===== src/rtl/adder_pkg.sv =====
// Shared constants for the switch-adder operand sequencer.
package adder_pkg;

  localparam logic [1:0] ST_EMPTY = 2'b00;
  localparam logic [1:0] ST_ACC   = 2'b01;
  localparam logic [1:0] ST_DONE  = 2'b10;

  // 1 ms of stable input at 16 MHz
  localparam int unsigned DB_CYCLES_DEFAULT = 16000;

endpackage


===== src/rtl/adder_sequencer_if.sv =====
// Board-side bundle of the sequencer: raw switch/button inputs and display outputs.
interface adder_sequencer_if #(
  parameter int unsigned IN_W  = 4,
  parameter int unsigned SUM_W = 8
);

  logic [IN_W-1:0]  switches;
  logic             exec_btn;
  logic             clr_btn;
  logic [SUM_W-1:0] sum;
  logic [1:0]       state;
  logic [3:0]       op_cnt;
  logic             carry;
  logic             led;

  modport master (
    output switches, exec_btn, clr_btn,
    input  sum, state, op_cnt, carry, led
  );

  modport slave (
    input  switches, exec_btn, clr_btn,
    output sum, state, op_cnt, carry, led
  );

endinterface


===== src/rtl/adder_sequencer_btn_debounce.sv =====
// Button conditioner: 2-flop synchronizer, stability-count debounce and
// a one-cycle pulse on each rising edge of the debounced level.
module btn_debounce
  import adder_pkg::*;
#(
  parameter int unsigned DB_CYCLES = DB_CYCLES_DEFAULT
) (
  input  logic clk,
  input  logic rst,
  input  logic raw,
  output logic level,
  output logic rise_p
);

  localparam int unsigned CNT_W = $clog2(DB_CYCLES);

  logic             meta_r;
  logic             sync_r;
  logic             level_r;
  logic             level_d_r;
  logic             rise_r;
  logic [CNT_W-1:0] cnt_r;

  // Synchronize, debounce against the current level, register the rising edge
  always_ff @(posedge clk or posedge rst) begin
    if (rst) begin
      meta_r    <= 1'b0;
      sync_r    <= 1'b0;
      level_r   <= 1'b0;
      level_d_r <= 1'b0;
      rise_r    <= 1'b0;
      cnt_r     <= '0;
    end else begin
      meta_r    <= raw;
      sync_r    <= meta_r;
      level_d_r <= level_r;
      rise_r    <= level_r & ~level_d_r;
      // any sample matching the current level restarts the stability count
      if (sync_r == level_r) begin
        cnt_r <= '0;
      end else if (cnt_r == CNT_W'(DB_CYCLES - 1)) begin
        level_r <= sync_r;
        cnt_r   <= '0;
      end else begin
        cnt_r <= cnt_r + CNT_W'(1);
      end
    end
  end

  assign level  = level_r;
  assign rise_p = rise_r;

endmodule


===== src/rtl/adder_sequencer.sv =====
// Clocked operand sequencer: debounced EXEC/CLR drive a load/accumulate FSM
// that builds a running sum of the switch bank for the segment decoders.
module adder_sequencer
  import adder_pkg::*;
#(
  parameter int unsigned IN_W      = 4,
  parameter int unsigned SUM_W     = 8,
  parameter int unsigned MAX_OPS   = 2,
  parameter int unsigned DB_CYCLES = DB_CYCLES_DEFAULT
) (
  input  logic           clk,
  input  logic           rst,
  adder_sequencer_if.slave bus
);

  logic             exec_p_s;
  logic             clr_p_s;
  logic             exec_level_unused;
  logic             clr_level_unused;

  logic [IN_W-1:0]  sw_meta_r;
  logic [IN_W-1:0]  sw_sync_r;

  logic [1:0]       state_r;
  logic [1:0]       state_s;
  logic [SUM_W-1:0] sum_r;
  logic [SUM_W-1:0] sum_s;
  logic [3:0]       op_cnt_r;
  logic [3:0]       op_cnt_s;
  logic             carry_r;
  logic             carry_s;
  logic [SUM_W:0]   add_s;
  logic [SUM_W:0]   load_s;
  logic             last_op_s;

  btn_debounce #(.DB_CYCLES(DB_CYCLES)) u_exec_db (
    .clk    (clk),
    .rst    (rst),
    .raw    (bus.exec_btn),
    .level  (exec_level_unused),
    .rise_p (exec_p_s)
  );

  btn_debounce #(.DB_CYCLES(DB_CYCLES)) u_clr_db (
    .clk    (clk),
    .rst    (rst),
    .raw    (bus.clr_btn),
    .level  (clr_level_unused),
    .rise_p (clr_p_s)
  );

  // Two-flop synchronizer for the switch bank
  always_ff @(posedge clk or posedge rst) begin
    if (rst) begin
      sw_meta_r <= '0;
      sw_sync_r <= '0;
    end else begin
      sw_meta_r <= bus.switches;
      sw_sync_r <= sw_meta_r;
    end
  end

  assign load_s    = (SUM_W + 1)'(sw_sync_r);
  assign add_s     = {1'b0, sum_r} + load_s;
  assign last_op_s = ((32'(op_cnt_r) + 32'd1) == MAX_OPS);

  // FSM state register
  always_ff @(posedge clk or posedge rst) begin
    if (rst) begin
      state_r <= ST_EMPTY;
    end else begin
      state_r <= state_s;
    end
  end

  // Next-state logic; clear has priority over exec
  always_comb begin
    state_s = state_r;
    case (state_r)
      ST_EMPTY, ST_DONE: begin
        if (clr_p_s) begin
          state_s = ST_EMPTY;
        end else if (exec_p_s) begin
          state_s = (MAX_OPS == 32'd1) ? ST_DONE : ST_ACC;
        end else begin
          state_s = state_r;
        end
      end
      ST_ACC: begin
        if (clr_p_s) begin
          state_s = ST_EMPTY;
        end else if (exec_p_s) begin
          state_s = last_op_s ? ST_DONE : ST_ACC;
        end else begin
          state_s = state_r;
        end
      end
      default: state_s = ST_EMPTY;
    endcase
  end

  // Accumulator next values; an illegal state code behaves as a clear
  always_comb begin
    sum_s    = sum_r;
    op_cnt_s = op_cnt_r;
    carry_s  = carry_r;
    if (clr_p_s || (state_r == 2'b11)) begin
      sum_s    = '0;
      op_cnt_s = 4'd0;
      carry_s  = 1'b0;
    end else if (exec_p_s) begin
      case (state_r)
        ST_ACC: begin
          sum_s    = add_s[SUM_W-1:0];
          op_cnt_s = op_cnt_r + 4'd1;
          carry_s  = carry_r | add_s[SUM_W];
        end
        default: begin
          sum_s    = load_s[SUM_W-1:0];
          op_cnt_s = 4'd1;
          carry_s  = 1'b0;
        end
      endcase
    end else begin
      sum_s    = sum_r;
      op_cnt_s = op_cnt_r;
      carry_s  = carry_r;
    end
  end

  // Accumulator registers
  always_ff @(posedge clk or posedge rst) begin
    if (rst) begin
      sum_r    <= '0;
      op_cnt_r <= 4'd0;
      carry_r  <= 1'b0;
    end else begin
      sum_r    <= sum_s;
      op_cnt_r <= op_cnt_s;
      carry_r  <= carry_s;
    end
  end

  assign bus.sum    = sum_r;
  assign bus.state  = state_r;
  assign bus.op_cnt = op_cnt_r;
  assign bus.carry  = carry_r;
  assign bus.led    = state_r[0];

endmodule


===== src/flat_wrapper.sv =====
// flat-port wrapper written by rule: the top's interface ports become plain ports
module adder_sequencer_flat import adder_pkg::*;
#(
  parameter int unsigned IN_W      = 4,
  parameter int unsigned SUM_W     = 8,
  parameter int unsigned MAX_OPS   = 2,
  parameter int unsigned DB_CYCLES = DB_CYCLES_DEFAULT
)
  (clk, rst, bus_switches, bus_exec_btn, bus_clr_btn, bus_sum, bus_state, bus_op_cnt, bus_carry, bus_led);
  adder_sequencer_if #(.IN_W(IN_W), .SUM_W(SUM_W)) bus_i ();
  input  logic clk;
  input  logic rst;
  input wire logic [$bits(bus_i.switches)-1:0] bus_switches;
  input wire logic [$bits(bus_i.exec_btn)-1:0] bus_exec_btn;
  input wire logic [$bits(bus_i.clr_btn)-1:0] bus_clr_btn;
  output wire logic [$bits(bus_i.sum)-1:0] bus_sum;
  output wire logic [$bits(bus_i.state)-1:0] bus_state;
  output wire logic [$bits(bus_i.op_cnt)-1:0] bus_op_cnt;
  output wire logic [$bits(bus_i.carry)-1:0] bus_carry;
  output wire logic [$bits(bus_i.led)-1:0] bus_led;
  assign bus_i.switches = bus_switches;
  assign bus_i.exec_btn = bus_exec_btn;
  assign bus_i.clr_btn = bus_clr_btn;
  assign bus_sum = bus_i.sum;
  assign bus_state = bus_i.state;
  assign bus_op_cnt = bus_i.op_cnt;
  assign bus_carry = bus_i.carry;
  assign bus_led = bus_i.led;
  adder_sequencer #(.IN_W(IN_W), .SUM_W(SUM_W), .MAX_OPS(MAX_OPS), .DB_CYCLES(DB_CYCLES)) u_core (.clk(clk), .rst(rst), .bus(bus_i));
endmodule

===== config.mk =====
export PLATFORM = sky130hd
export DESIGN_NAME = adder_sequencer_flat
export DESIGN_NICKNAME = d
export VERILOG_FILES = /design/src/rtl/adder_pkg.sv /design/src/rtl/adder_sequencer_if.sv /design/src/rtl/adder_sequencer_btn_debounce.sv /design/src/rtl/adder_sequencer.sv /design/src/flat_wrapper.sv
export SDC_FILE = /design/constraint.sdc
export NUM_CORES = 1
export LEC_CHECK = 0
export BUFFER_PORTS_ARGS = -buffer_cell sky130_fd_sc_hd__buf_2
export CAP_MARGIN = 20
export CORE_MARGIN = 10
export CORE_UTILIZATION = 60
export DETAILED_ROUTE_END_ITERATION = 10
export PLACE_DENSITY_LB_ADDON = 0.1
export SLEW_MARGIN = 20
export SYNTH_ARGS = -nofsm -noshare
export SYNTH_HDL_FRONTEND = slang
export SYNTH_SLANG_ARGS = --single-unit

===== constraint.sdc =====
create_clock -name clk -period 3.35 [get_ports clk]
set_input_delay 0.335 -clock clk [delete_from_list [all_inputs] [get_ports clk]]
set_output_delay 0.335 -clock clk [all_outputs]
set_load 0.05 [all_outputs]

==> impl_metrics.env <==
export IMPL_synth_seq_area_share=0.5384
export IMPL_port_buffers=23
export IMPL_async_flop_share=1.000
export IMPL_met2_usage=0.2201
export IMPL_fillers=352
export IMPL_ctsHoldBuffers=0
export IMPL_core_area_um2=4474
export IMPL_fin_worst_skew_ps=6.388
export IMPL_synthSimpleGateAreaFrac=0.1973
export IMPL_fin_nets=306
export IMPL_cts_root_buffer="clkbuf_8"
export IMPL_rsz0062_at_grt="no"
export IMPL_critPathRequiredTime_ps=3610
export IMPL_min_period_over_period=0.5800
export IMPL_synthMuxAreaShare=0.01853
export IMPL_post_drt_wl_per_cell_um=14.12
export IMPL_power_leakage_nw=1.468
export IMPL_finalMaxSlewViolations=0
export IMPL_path_class="reg2reg"
export IMPL_clockBufferDepth=2
export IMPL_use_met1=0.1721
export IMPL_post_cts_resized=0
export IMPL_grt_overflow_total=0
export IMPL_syn_area_um2=2835
export IMPL_maxCapViolCount=0
export IMPL_crit_fanout=3
export IMPL_drive_above_1_share=0.1536
export IMPL_setup_viol=0
export IMPL_clock_latency_ps=340
export IMPL_worstMarginPinSlew_ps=507.7
export IMPL_routed_wl_mm=4.870
export IMPL_vias=1903
export IMPL_syn_nets=279
export IMPL_cts_made_buffers=9
export IMPL_crit_chain="ha_1, inv_1, fa_1, nor2b_1, o21ai_0, a211oi_1, mux2i_1"
export IMPL_first_global_vias=1884
export IMPL_grt_max_degree=39
export IMPL_dieArea_um2=7875
export IMPL_grt_util_all_layers=0.1456
export IMPL_hold_class="in2async"
export IMPL_ys_ff_latch=61
export IMPL_rrSetupSlack_ps=1410
export IMPL_first_pass_iters=4
export IMPL_dp_hpwl_mm=3.356
export IMPL_cp_end_kind="flip-flop"
export IMPL_grt_pass1_wl_mm=8.700
export IMPL_rows=24
export IMPL_arrival_ps=2200
export IMPL_clkTransAtPathRegs_ps=70
export IMPL_cts_tree="built"
export IMPL_final_common_cell="dfrtp_1"
export IMPL_detail_route_vias_per_cell=5.516
export IMPL_relSlewSlack=0.6610
export IMPL_synth_adder_area_share=0.04237
export IMPL_start_util=0.6337
export IMPL_critical_path_max_stage_delay_ps=370
export IMPL_n_antenna_cell=0
export IMPL_synth_compound_area_frac=0.08297
export IMPL_p_total_mw=1.353
export IMPL_gp_congestion=0.8721
export IMPL_cts_setup_buffers=0
export IMPL_boundaryPins=24
export IMPL_whs_ps=20.65
export IMPL_layout_common_cells="61 x dfrtp_1, 31 x nor2_1, 23 x xor2_1, 23 x buf_2, 18 x nand2_1"
export IMPL_slowest_stage="dfrtp_1"
export IMPL_antenna_found_initial=0
export IMPL_min_period_ps=1943
export IMPL_grt_use_met3=0.07261
export IMPL_p_per_area_nw_per_um2=432.8
export IMPL_cts_sinks=61
export IMPL_drc=0
export IMPL_dieHeight_um=88.74
export IMPL_first_iter_violations=58
export IMPL_netlist_instances=262
export IMPL_synthXorXnorAreaFrac=0.08341
export IMPL_busiest_layer="met2"
export IMPL_synth_edff_count=0
export IMPL_drtAntennaViolNets=0
export IMPL_yosysWarningCount=0
export IMPL_finalHoldViolCount=0
export IMPL_tns_ps=0
export IMPL_synthFlopType="dfrtp_1"
export IMPL_dieWidth_um=88.74
export IMPL_start_kind="flip-flop"
export IMPL_syn2layout_area_growth_pct=10.24
export IMPL_htree_levels=3
export IMPL_avgSynthCellArea_um2=10.82
export IMPL_synth_top_family_by_area="simple AND/OR/NAND/NOR gates"
export IMPL_status="complete, no violations"
export IMPL_ys_types=46
export IMPL_peakVddDrop_mv=0.3255
export IMPL_max_freq_mhz=514.7
## kinds of logic (layout without fill, tap and decap cells)
group | Yosys count | after routing
compound gates | 37 | 37
xor+xnor | 27 | 27
fa+ha+maj | 9 | 9
buf+inv | 19 | 50
flops | 61 | 61
mux | 5 | 5
simple gates | 104 | 104
## layout make-up
type                       count  area, um2  share of cell area
multi-input combinational    182       1204              0.3851
clock buffer                  11      141.4             0.04524
timing repair buffer          24      122.6             0.03923
clock inverter                 4      25.02            0.008006
inverter                      11      41.29             0.01321
tap                           52      65.06             0.02082
sequential                    61       1526              0.4884
## critical path, delay by kind of cell, from the launching register on
| kind | cells | cell delay (ps) |
|---|---|---|
| DFF | 1 | 370 |
| adders and majority gates | 2 | 560 |
| AOI/OAI and AO/OA | 2 | 480 |
| and+or+nand+nor | 1 | 160 |
| muxes | 1 | 220 |
| buffers and inverters | 1 | 60 |
## synth_stat cells, drive strengths merged (2+ instances only)
cell | count | area share
xnor2 | 4 | 0.012
and2 | 3 | 0.0066
nand3 | 9 | 0.016
dfrtp | 61 | 0.54
ha | 8 | 0.035
a21boi | 2 | 0.0053
o21a | 2 | 0.0053
a211oi | 3 | 0.0079
a21oi | 13 | 0.023
buf | 8 | 0.023
nand4 | 12 | 0.026
inv | 11 | 0.015
nor2b | 6 | 0.013
nor2 | 31 | 0.041
o31ai | 3 | 0.0079
nand2b | 5 | 0.014
a211o | 2 | 0.0066
o22ai | 2 | 0.0044
and4 | 8 | 0.026
nand2 | 18 | 0.024
mux2 | 2 | 0.0079
o21ai | 7 | 0.014
nor3 | 2 | 0.0035
xor2 | 23 | 0.071
mux2i | 3 | 0.011
## stage by stage
step	cells	instance area (um2)	setup slack [ps]	util
global placement	330	2959	1506	0.6614
floorplan	262	2835	1231	-
detailed placement	330	2959	1471	0.6614
CTS	345	3126	1430	0.6985
global route	345	3126	1202	0.6985
finish	345	3126	1407	0.6985
## per-layer routing
| layer | vias up | part of all wire | wire [um] |
|---|---|---|---|
| met4 | 0 | 0.011 | 53 |
| li1 | 962 | - | - |
| met1 | 909 | 0.47 | 2291 |
| met3 | 4 | 0.047 | 229 |
| met5 | - | 0 | 0 |
| met2 | 28 | 0.47 | 2295 |
## flip-flops by register name, indices dropped and copies added, names as in the netlist, 2 cells and up
name / cells
u_core.sw_meta_r: 4
u_core.u_clr_db.cnt_r: 14
u_core.bus.op_cnt: 4
u_core.bus.sum: 8
u_core.bus.state: 2
u_core.u_exec_db.cnt_r: 14
u_core.sw_sync_r: 4
## where the power goes
group          internal (mW)  switching, mW  total [mW]
clock network          0.281          0.271       0.552
logic                 0.0132         0.0277      0.0409
registers              0.750        0.00967       0.760
total                   1.04          0.308        1.35
## worst paths after layout
| kind | startpoint | end | cells after the start |
|---|---|---|---|
| worst min-delay path | rst | u_core.bus.op_cnt[1] | 2 |
| worst max register to register | u_core.bus.sum[0] | u_core.bus.sum[6] | 7 |
| worst min register to register | u_core.sw_meta_r[1] | u_core.sw_sync_r[1] | 0 |
| max in group asynchronous | rst | u_core.u_exec_db.cnt_r[1] | 3 |
| worst max-delay path | u_core.bus.sum[0] | u_core.bus.sum[6] | 7 |
| min in group clk | bus_clr_btn | u_core.u_clr_db.meta_r | 1 |
(Power assumes the default switching activity.)
